`config.mk`:
```
export PLATFORM = sky130hd
export DESIGN_NAME = mem_pipelined
export DESIGN_NICKNAME = d
export VERILOG_FILES = /design/src/rtl/mem_pipelined.sv
export SDC_FILE = /design/constraint.sdc
export NUM_CORES = 1
export LEC_CHECK = 0
export BUFFER_PORTS_ARGS = -buffer_cell sky130_fd_sc_hd__buf_2
export CORE_AREA = 2 2 67 69
export DETAILED_ROUTE_END_ITERATION = 7
export DIE_AREA = 0 0 69 71
export PLACE_DENSITY_LB_ADDON = 0.12
export RECOVER_POWER = 25
export SLEW_MARGIN = 10
export SYNTH_ARGS = -nofsm -noshare
export SYNTH_HDL_FRONTEND = slang
export SYNTH_SLANG_ARGS = --single-unit
```
`constraint.sdc`:
```
create_clock -name clk -period 2.13 [get_ports clk]
set_input_delay 0.213 -clock clk [delete_from_list [all_inputs] [get_ports clk]]
set_output_delay 0.213 -clock clk [all_outputs]
set_load 0.005 [all_outputs]
```
`src/rtl/mem_pipelined.sv`:
```
// mem_pipelined: dual-port byte-addressable memory with a fixed RD_LATENCY response
// pipeline on each port. Port I fetches 32-bit words; port D does RV32 loads/stores.
// A CLEAR state machine zeroes the array one word per cycle.
// Optional build macro MEM_MISALIGN_TRAP_EN: misaligned half/word accesses report an
// error (D) or return 32'hDEAD_BEEF (I) instead of being performed bytewise.
`ifndef MEM_DEPTH
`define MEM_DEPTH 256
`endif

module mem_pipelined #(
    parameter int                AWIDTH     = 32,
    parameter int                DWIDTH     = 32,
    parameter logic [AWIDTH-1:0] BASE_ADDR  = 32'h0100_0000,
    parameter int                MEM_BYTES  = `MEM_DEPTH,
    parameter int                RD_LATENCY = 2
) (
    input  logic              clk,
    input  logic              rst,
    input  logic              i_req_i,
    input  logic [AWIDTH-1:0] i_addr_i,
    output logic              i_ready_o,
    output logic              i_vld_o,
    output logic [DWIDTH-1:0] i_data_o,
    input  logic              d_req_i,
    input  logic              d_we_i,
    input  logic [AWIDTH-1:0] d_addr_i,
    input  logic [2:0]        d_funct3_i,
    input  logic [DWIDTH-1:0] d_wdata_i,
    output logic              d_ready_o,
    output logic              d_vld_o,
    output logic [DWIDTH-1:0] d_rdata_o,
    output logic              d_err_o,
    input  logic              clear_i,
    output logic              busy_o
);
    localparam int IW   = $clog2(MEM_BYTES);
    localparam int CW   = $clog2(MEM_BYTES / 4);
    localparam int LAST = MEM_BYTES / 4 - 1;

    typedef enum logic {S_IDLE, S_CLEAR} state_t;

    state_t            r_state, w_state_nxt;
    logic [CW-1:0]     r_cnt, w_cnt_nxt;
    logic [7:0]        r_mem [MEM_BYTES];

    logic              r_i_vld_p  [RD_LATENCY];
    logic [31:0]       r_i_data_p [RD_LATENCY];
    logic              r_d_vld_p  [RD_LATENCY];
    logic [31:0]       r_d_data_p [RD_LATENCY];
    logic              r_d_err_p  [RD_LATENCY];

    logic              w_ready, w_i_acc, w_d_acc, w_i_err, w_d_err, w_d_wr, w_f3_bad;
    logic [AWIDTH-1:0] w_i_off, w_d_off;
    logic [2:0]        w_d_size;
    logic [7:0]        w_i_b [4];
    logic [7:0]        w_d_b [4];
    logic [31:0]       w_i_word, w_d_result;

    // Byte read that returns 0 for offsets past the end of the array.
    function automatic logic [7:0] rd_byte(input logic [AWIDTH-1:0] off);
        if (off < AWIDTH'(MEM_BYTES)) return r_mem[IW'(off)];
        return 8'h00;
    endfunction

    // True when every byte of [a, a+sz-1] is mapped; computed one bit wider so it cannot wrap.
    function automatic logic in_rng(input logic [AWIDTH-1:0] a, input logic [2:0] sz);
        logic [AWIDTH:0] lo, hi, base_x;
        lo     = {1'b0, a};
        hi     = lo + (AWIDTH+1)'(sz) - (AWIDTH+1)'(1);
        base_x = {1'b0, BASE_ADDR};
        return (lo >= base_x) && (hi < base_x + (AWIDTH+1)'(MEM_BYTES));
    endfunction

    // Simulation-only unknown check; constant 0 in hardware.
    function automatic logic has_x(input logic [AWIDTH-1:0] a);
        return ((^a) === 1'bx);
    endfunction

    // RV32 load extension of the little-endian word starting at the access address.
    function automatic logic [31:0] ld_ext(input logic [2:0] f3, input logic [31:0] w);
        case (f3)
            3'b000:  return {{24{w[7]}}, w[7:0]};
            3'b001:  return {{16{w[15]}}, w[15:0]};
            3'b100:  return {24'h0, w[7:0]};
            3'b101:  return {16'h0, w[15:0]};
            default: return w;
        endcase
    endfunction

    assign w_ready   = (r_state == S_IDLE) & ~rst;
    assign w_i_acc   = i_req_i & w_ready;
    assign w_d_acc   = d_req_i & w_ready;
    assign w_i_off   = i_addr_i - BASE_ADDR;
    assign w_d_off   = d_addr_i - BASE_ADDR;
    assign w_d_size  = (d_funct3_i[1:0] == 2'b00) ? 3'd1 : (d_funct3_i[1:0] == 2'b01) ? 3'd2 : 3'd4;
    assign w_f3_bad  = d_we_i ? (d_funct3_i > 3'b010)
                              : (d_funct3_i == 3'b011 || d_funct3_i[2:1] == 2'b11);

    // Decode both ports: gather bytes, range/funct3/alignment checks, result words.
    always_comb begin
        for (int k = 0; k < 4; k++) begin
            w_i_b[k] = rd_byte(w_i_off + AWIDTH'(k));
            w_d_b[k] = rd_byte(w_d_off + AWIDTH'(k));
        end
        w_i_err = ~in_rng(i_addr_i, 3'd4) | has_x(i_addr_i);
        w_d_err = w_f3_bad | ~in_rng(d_addr_i, w_d_size) | has_x(d_addr_i);
`ifdef MEM_MISALIGN_TRAP_EN
        if (i_addr_i[1:0] != 2'b00) w_i_err = 1'b1;
        if ((w_d_size == 3'd2 && d_addr_i[0]) || (w_d_size == 3'd4 && d_addr_i[1:0] != 2'b00))
            w_d_err = 1'b1;
`endif
        w_i_word   = w_i_err ? 32'hDEAD_BEEF : {w_i_b[3], w_i_b[2], w_i_b[1], w_i_b[0]};
        w_d_result = (d_we_i | w_d_err) ? 32'h0
                   : ld_ext(d_funct3_i, {w_d_b[3], w_d_b[2], w_d_b[1], w_d_b[0]});
        w_d_wr     = w_d_acc & d_we_i & ~w_d_err;
    end

    // CLEAR state and word counter register.
    always_ff @(posedge clk) begin
        if (rst) begin
            r_state <= S_IDLE;
            r_cnt   <= '0;
        end else begin
            r_state <= w_state_nxt;
            r_cnt   <= w_cnt_nxt;
        end
    end

    // Next-state logic: start on clear_i in IDLE, return after the last word.
    always_comb begin
        w_state_nxt = r_state;
        w_cnt_nxt   = r_cnt;
        case (r_state)
            S_IDLE: begin
                if (clear_i) begin
                    w_state_nxt = S_CLEAR;
                    w_cnt_nxt   = '0;
                end
            end
            S_CLEAR: begin
                if (r_cnt == CW'(LAST)) w_state_nxt = S_IDLE;
                else                    w_cnt_nxt   = r_cnt + CW'(1);
            end
            default: w_state_nxt = S_IDLE;
        endcase
    end

    // Array writes: clear word while in CLEAR, otherwise accepted stores (states are exclusive).
    always_ff @(posedge clk) begin
        if (r_state == S_CLEAR && !rst) begin
            for (int k = 0; k < 4; k++) r_mem[IW'({r_cnt, 2'(k)})] <= 8'h00;
        end else if (w_d_wr) begin
            for (int k = 0; k < 4; k++)
                if (3'(k) < w_d_size) r_mem[IW'(w_d_off + AWIDTH'(k))] <= d_wdata_i[8*k +: 8];
        end
    end

    // Response valid pipes: loaded at accept, flushed by reset.
    always_ff @(posedge clk) begin
        if (rst) begin
            for (int k = 0; k < RD_LATENCY; k++) begin
                r_i_vld_p[k] <= 1'b0;
                r_d_vld_p[k] <= 1'b0;
            end
        end else begin
            for (int k = RD_LATENCY - 1; k > 0; k--) begin
                r_i_vld_p[k] <= r_i_vld_p[k-1];
                r_d_vld_p[k] <= r_d_vld_p[k-1];
            end
            r_i_vld_p[0] <= w_i_acc;
            r_d_vld_p[0] <= w_d_acc;
        end
    end

    // Response data pipes: sampled at the accept edge, then shifted.
    always_ff @(posedge clk) begin
        for (int k = RD_LATENCY - 1; k > 0; k--) begin
            r_i_data_p[k] <= r_i_data_p[k-1];
            r_d_data_p[k] <= r_d_data_p[k-1];
            r_d_err_p[k]  <= r_d_err_p[k-1];
        end
        r_i_data_p[0] <= w_i_word;
        r_d_data_p[0] <= w_d_result;
        r_d_err_p[0]  <= w_d_err;
    end

    assign i_ready_o = w_ready;
    assign d_ready_o = w_ready;
    assign busy_o    = (r_state == S_CLEAR) & ~rst;
    assign i_vld_o   = r_i_vld_p[RD_LATENCY-1] & ~rst;
    assign d_vld_o   = r_d_vld_p[RD_LATENCY-1] & ~rst;
    assign i_data_o  = i_vld_o ? r_i_data_p[RD_LATENCY-1] : '0;
    assign d_rdata_o = d_vld_o ? r_d_data_p[RD_LATENCY-1] : '0;
    assign d_err_o   = d_vld_o & r_d_err_p[RD_LATENCY-1];
endmodule

```
## After elaboration in Yosys (flattened, before gate mapping)

Memories as Yosys holds them, arrays and structs flattened.
Index checks and enable logic that the tools add are counted.

- Memories: 6
- Bits in writable memories: 2182
- Output and inout bits: 70
- Input bits: 105
- Register bits: 7

Memories:

| name | depth | width | read ports | clocked after memory_dff | write ports | RTL line | source |
|---|---|---|---|---|---|---|---|
| r_mem | 256 | 8 | 8 | 0 | 4 | 44 | `logic [7:0] r_mem [MEM_BYTES];` |
| r_d_data_p | 2 | 32 | 2 | 0 | 2 | 49 | `logic [31:0] r_d_data_p [RD_LATENCY];` |
| r_i_data_p | 2 | 32 | 2 | 0 | 2 | 47 | `logic [31:0] r_i_data_p [RD_LATENCY];` |
| r_d_err_p | 2 | 1 | 2 | 0 | 2 | 50 | `logic r_d_err_p [RD_LATENCY];` |
| r_d_vld_p | 2 | 1 | 2 | 0 | 2 | 48 | `logic r_d_vld_p [RD_LATENCY];` |
| r_i_vld_p | 2 | 1 | 2 | 0 | 2 | 46 | `logic r_i_vld_p [RD_LATENCY];` |

- Bitwise logic cells: 22
- Muxes and demuxes: 75
- Order comparisons: 17
- Add/subtract/negate cells: 13
- Equal/unequal tests: 11
- Reduce and logical (&&, ||, !) cells: 14

Operators with widths:

| operator | number |
|---|---|
| 32-bit by 9-bit < comparator with 1-bit output, second input constant | 8 |
| 8-bit two-way mux | 24 |
| 32-bit by 2-bit adder with 32-bit output, second input constant | 4 |
| 32-bit two-way mux | 4 |
| 32-bit case mux with 4 select lines | 1 |
| 33-bit by 25-bit < comparator with 1-bit output, second input constant | 2 |
| 33-bit by 1-bit subtractor with 33-bit output, second input constant | 2 |
| 32-bit by 1-bit adder with 32-bit output, second input constant | 2 |
| 32-bit by 25-bit >= comparator with 1-bit output, second input constant | 2 |
| 32-bit parity | 2 |
| 32-bit by 25-bit subtractor with 32-bit output, second input constant | 2 |
| 1-bit two-way mux | 40 |
| 32-bit by 3-bit adder with 33-bit output | 1 |
| 32-bit by 3-bit adder with 33-bit output, second input constant | 1 |
| 8-bit OR reduction | 4 |
| 6-bit two-way mux | 2 |
| 6-bit case mux with 2 select lines | 1 |
| 1-bit AND | 9 |
| 1-bit bitwise OR | 8 |
| 6-bit by 1-bit adder with 6-bit output, second input constant | 1 |
| 3-bit == test, second input constant | 2 |
| 6-bit == test, second input constant | 1 |
| 1-bit by 3-bit < comparator with 1-bit output, first input constant | 2 |
| 2-bit by 3-bit < comparator with 1-bit output, first input constant | 2 |
| other kinds (16) | 25 |

## Logic depth before layout (Yosys ltp)

- Depth after elaboration: 17
- Gate-level depth with buffers: 4
- Mapped depth without buffers: 4

## Least setup slack after synthesis

No wires, ideal clock.

- Path kind: register to output
- Start point: memory r_i_vld_p[1][0], in the netlist r_i_vld_p[0][1]
- End point: output port i_data_o[0]
- Slack: 472 ps
- Arrival: 1445 ps
- Cell stages (with the launch flop): 3
- Path through: dfxtp_1 > nor2b_1 > buf_4

RTL lines:

| what | RTL line | source |
|---|---|---|
| start: declaration | 46 |  |
| end: declaration | 23 | `output logic [DWIDTH-1:0] i_data_o,` |

## Worst setup path in the final report

- Start point: register r_state
- End point: output port busy_o

- Cells in the longest elaborated chain, start to end: 1

RTL lines:

| what | RTL line | source |
|---|---|---|
| start: declaration | 42 | `state_t r_state, w_state_nxt;` |
| start signal: assignment | 124 | `r_state <= w_state_nxt;` |
| 1-bit AND | 189 | `assign busy_o = (r_state == S_CLEAR) & ~rst;` |
| end: declaration | 34 | `output logic busy_o` |

No other way between the ends.

==> flow_summary.toml <==
[run_status]
status = "finished clean"

[clock_tree]
root_buffer = "clkbuf_8"
clock_path_buffers = 2
cts_buffers = 3
clk_pin_slew_ps = 50
cts_resized = 0
clock_latency_ps = 230
post-cts-setup-buffer-count = 0
clock-sinks = 11
cts_tree = "built"
ctsHoldBuffers = 0
h-tree-depth = 1

[synthesis]
async_reset_ff_share_pct = 0
synth.top_cell.area_share_pct = 50.7
synth_ff_type = "dfxtp_1"
yosys_register_bits = 11
synth.largest_area_cell = "buf_4"
syn_area_sq_um = 977
yosysSeqAreaShare_pct = 22.5
syn_area_per_cell_sq_um = 8.28
yosys_warnings = 0
synth_edf_count = 0
ys_top_cells_by_area = "buf_4, dfxtp_1, nor2b_1"
ys_types = 23
synth.most_common_cell = "buf_4"
ys_top_cells_by_count = "buf_4, dfxtp_1, nor2b_1, inv_1"
synth_cells = 118

[critical_path]
crit_type = "flop to primary output"
worst_ep_required_time_ps = 1920
arrival_ps = 1110
r2r_cells = 4
crit_path_max_fanout = 11
cp-start-kind = "flop"
crit_path_end_kind = "primary output"

[place]
place.port_buffers = 34
gp_congestion = 0.624
pre_cts_ws_ps = 826
post-dp-hpwl_mm = 1.29

[detailed_routing]
drt-vias-per-instance = 3.35
drc = 0
wl_per_cell_microns = 8.56
drt_first_pass_iters = 4
drtAntennaViolNets = 0
drt_iter0_drc = 4
vias = 606
wirelength_mm = 1.55

[global_route]
grt_max_degree = 26
grt_usage_pct = 5.84
antenna_found_initial = 0
grt_pass1_wl_mm = 2.32
grt_pass1_vias = 470
gr-total-overflow = 0

[floorplan]
start_util_pct = 23.2
die_w_microns = 69
core-area_sq_um = 4200
die_area_sq_um = 4900
die_y_microns = 71
rows = 24
io_pins = 175

[sta]
finalHoldViolations = 0
period_minus_slack_ps = 1320
rsz0062_at_grt = "false"
setup_violations = 0
setup_tns_ps = 0
fin_skew_ps = 2.36
fmax_ghz = 0.758
slew_viol_final = 0
timing.final.crit_share_pct = 61.9
setup_ws_ps = 811

[layout]
syn_to_final_growth_pct = -7.43
fin_util_pct = 21.5
drive_above_1_share_pct = 31.8
layout.nets = 236
antennaDiodeCount = 0
nFillCells = 478

[power_and_ir_drop]
peakVddDrop_uv = 160
power.density_nw_per_um2 = 536
leakagePower_nw = 0.513

[hold_path]
hp-class = "primary input to flop"
hold_depth = 2

[flow_run]
cap_viol_max_count = 0
==> layout by cell type (no fill, tap or decap) <==
cell and count:
conb_1 40, buf_2 32, dfxtp_1 11, nor2b_1 6
inv_1 5, nor2_1 3, nand2_1 3, clkbuf_8 3
and4_2 2, a211oi_1 2, a21oi_1 2, nor3_1 2
o2bb2ai_1 2, and2_1 2, clkbuf_2 2, and3_1 1
a41oi_1 1, o21ai_0 1, nand4_2 1, o21a_1 1
a311oi_1 1, and2_0 1, nand4_1 1, a2bb2oi_1 1
ha_1 1, clkbuf_1 1, buf_4 1
==> critical path, stage by stage, from the launching register on <==
cell     delay, ps
dfxtp_1        540
inv_1          110
nor2_1         110
buf_2          120
==> final timing paths <==
| path | endpoint | startpoint | slack, ps |
|---|---|---|---|
| worst max-delay path | busy_o | r_state | 810 |
| worst min-delay path | r_i_vld_p[0][0] | i_req_i | 180 |
| worst max register to register | r_cnt[3] | r_cnt[0] | 810 |
| worst min register to register | r_d_vld_p[0][1] | r_d_vld_p[0][0] | 430 |
==> registers in the layout, summed over array words and instances (netlist names) <==
name       flops
r_state        1
r_i_vld_p      2
r_cnt          6
r_d_vld_p      2
==> report_power, final <==
group	switching [mW]	internal [mW]	total [mW]
clock	0.0741	0.131	0.205
sequential	0.00633	0.213	0.219
combinational	0.0395	0.0206	0.0601
==> cell families after synthesis <==
group,synth area share [%]
AND/OR/NAND/NOR,13.7
adder cells (fa/ha/maj),1.28
AO/OA/AOI/OAI,8.32
buffers and inverters,53.8
flip-flops,22.5
other,0.384
==> stage by stage <==
stage | std cells | power (mW) | hold slack (ps) | cell area (sq um)
after floorplan | 157 | 0.329 | 285 | 1120
after global placement | 177 | 0.283 | 416 | 860
after detailed placement | 177 | 0.283 | 419 | 860
after CTS | 181 | 0.491 | 174 | 905
after global routing | 181 | 0.513 | 179 | 905
final | 181 | 0.485 | 180 | 905
==> per-layer routing <==
| metal | vias up | track usage, % | wire length (microns) |
|---|---|---|---|
| li1 | 297 | - | - |
| met1 | 271 | 7.16 | 621 |
| met2 | 36 | 9.40 | 776 |
| met3 | 2 | 1.42 | 142 |
| met4 | 0 | 3.27 | 10 |
| met5 | - | 0 | 0 |
==> final cells by class <==
class / instances / area, sq um / area share, %
Multi-Input combinational cell: 74 / 378 / 41.8
Clock buffer: 4 / 45.0 / 4.98
Timing Repair Buffer: 35 / 178 / 19.6
Inverter: 5 / 18.8 / 2.07
Sequential cell: 11 / 220 / 24.3
Tap cell: 52 / 65.1 / 7.19
(Power assumes the default switching activity.)
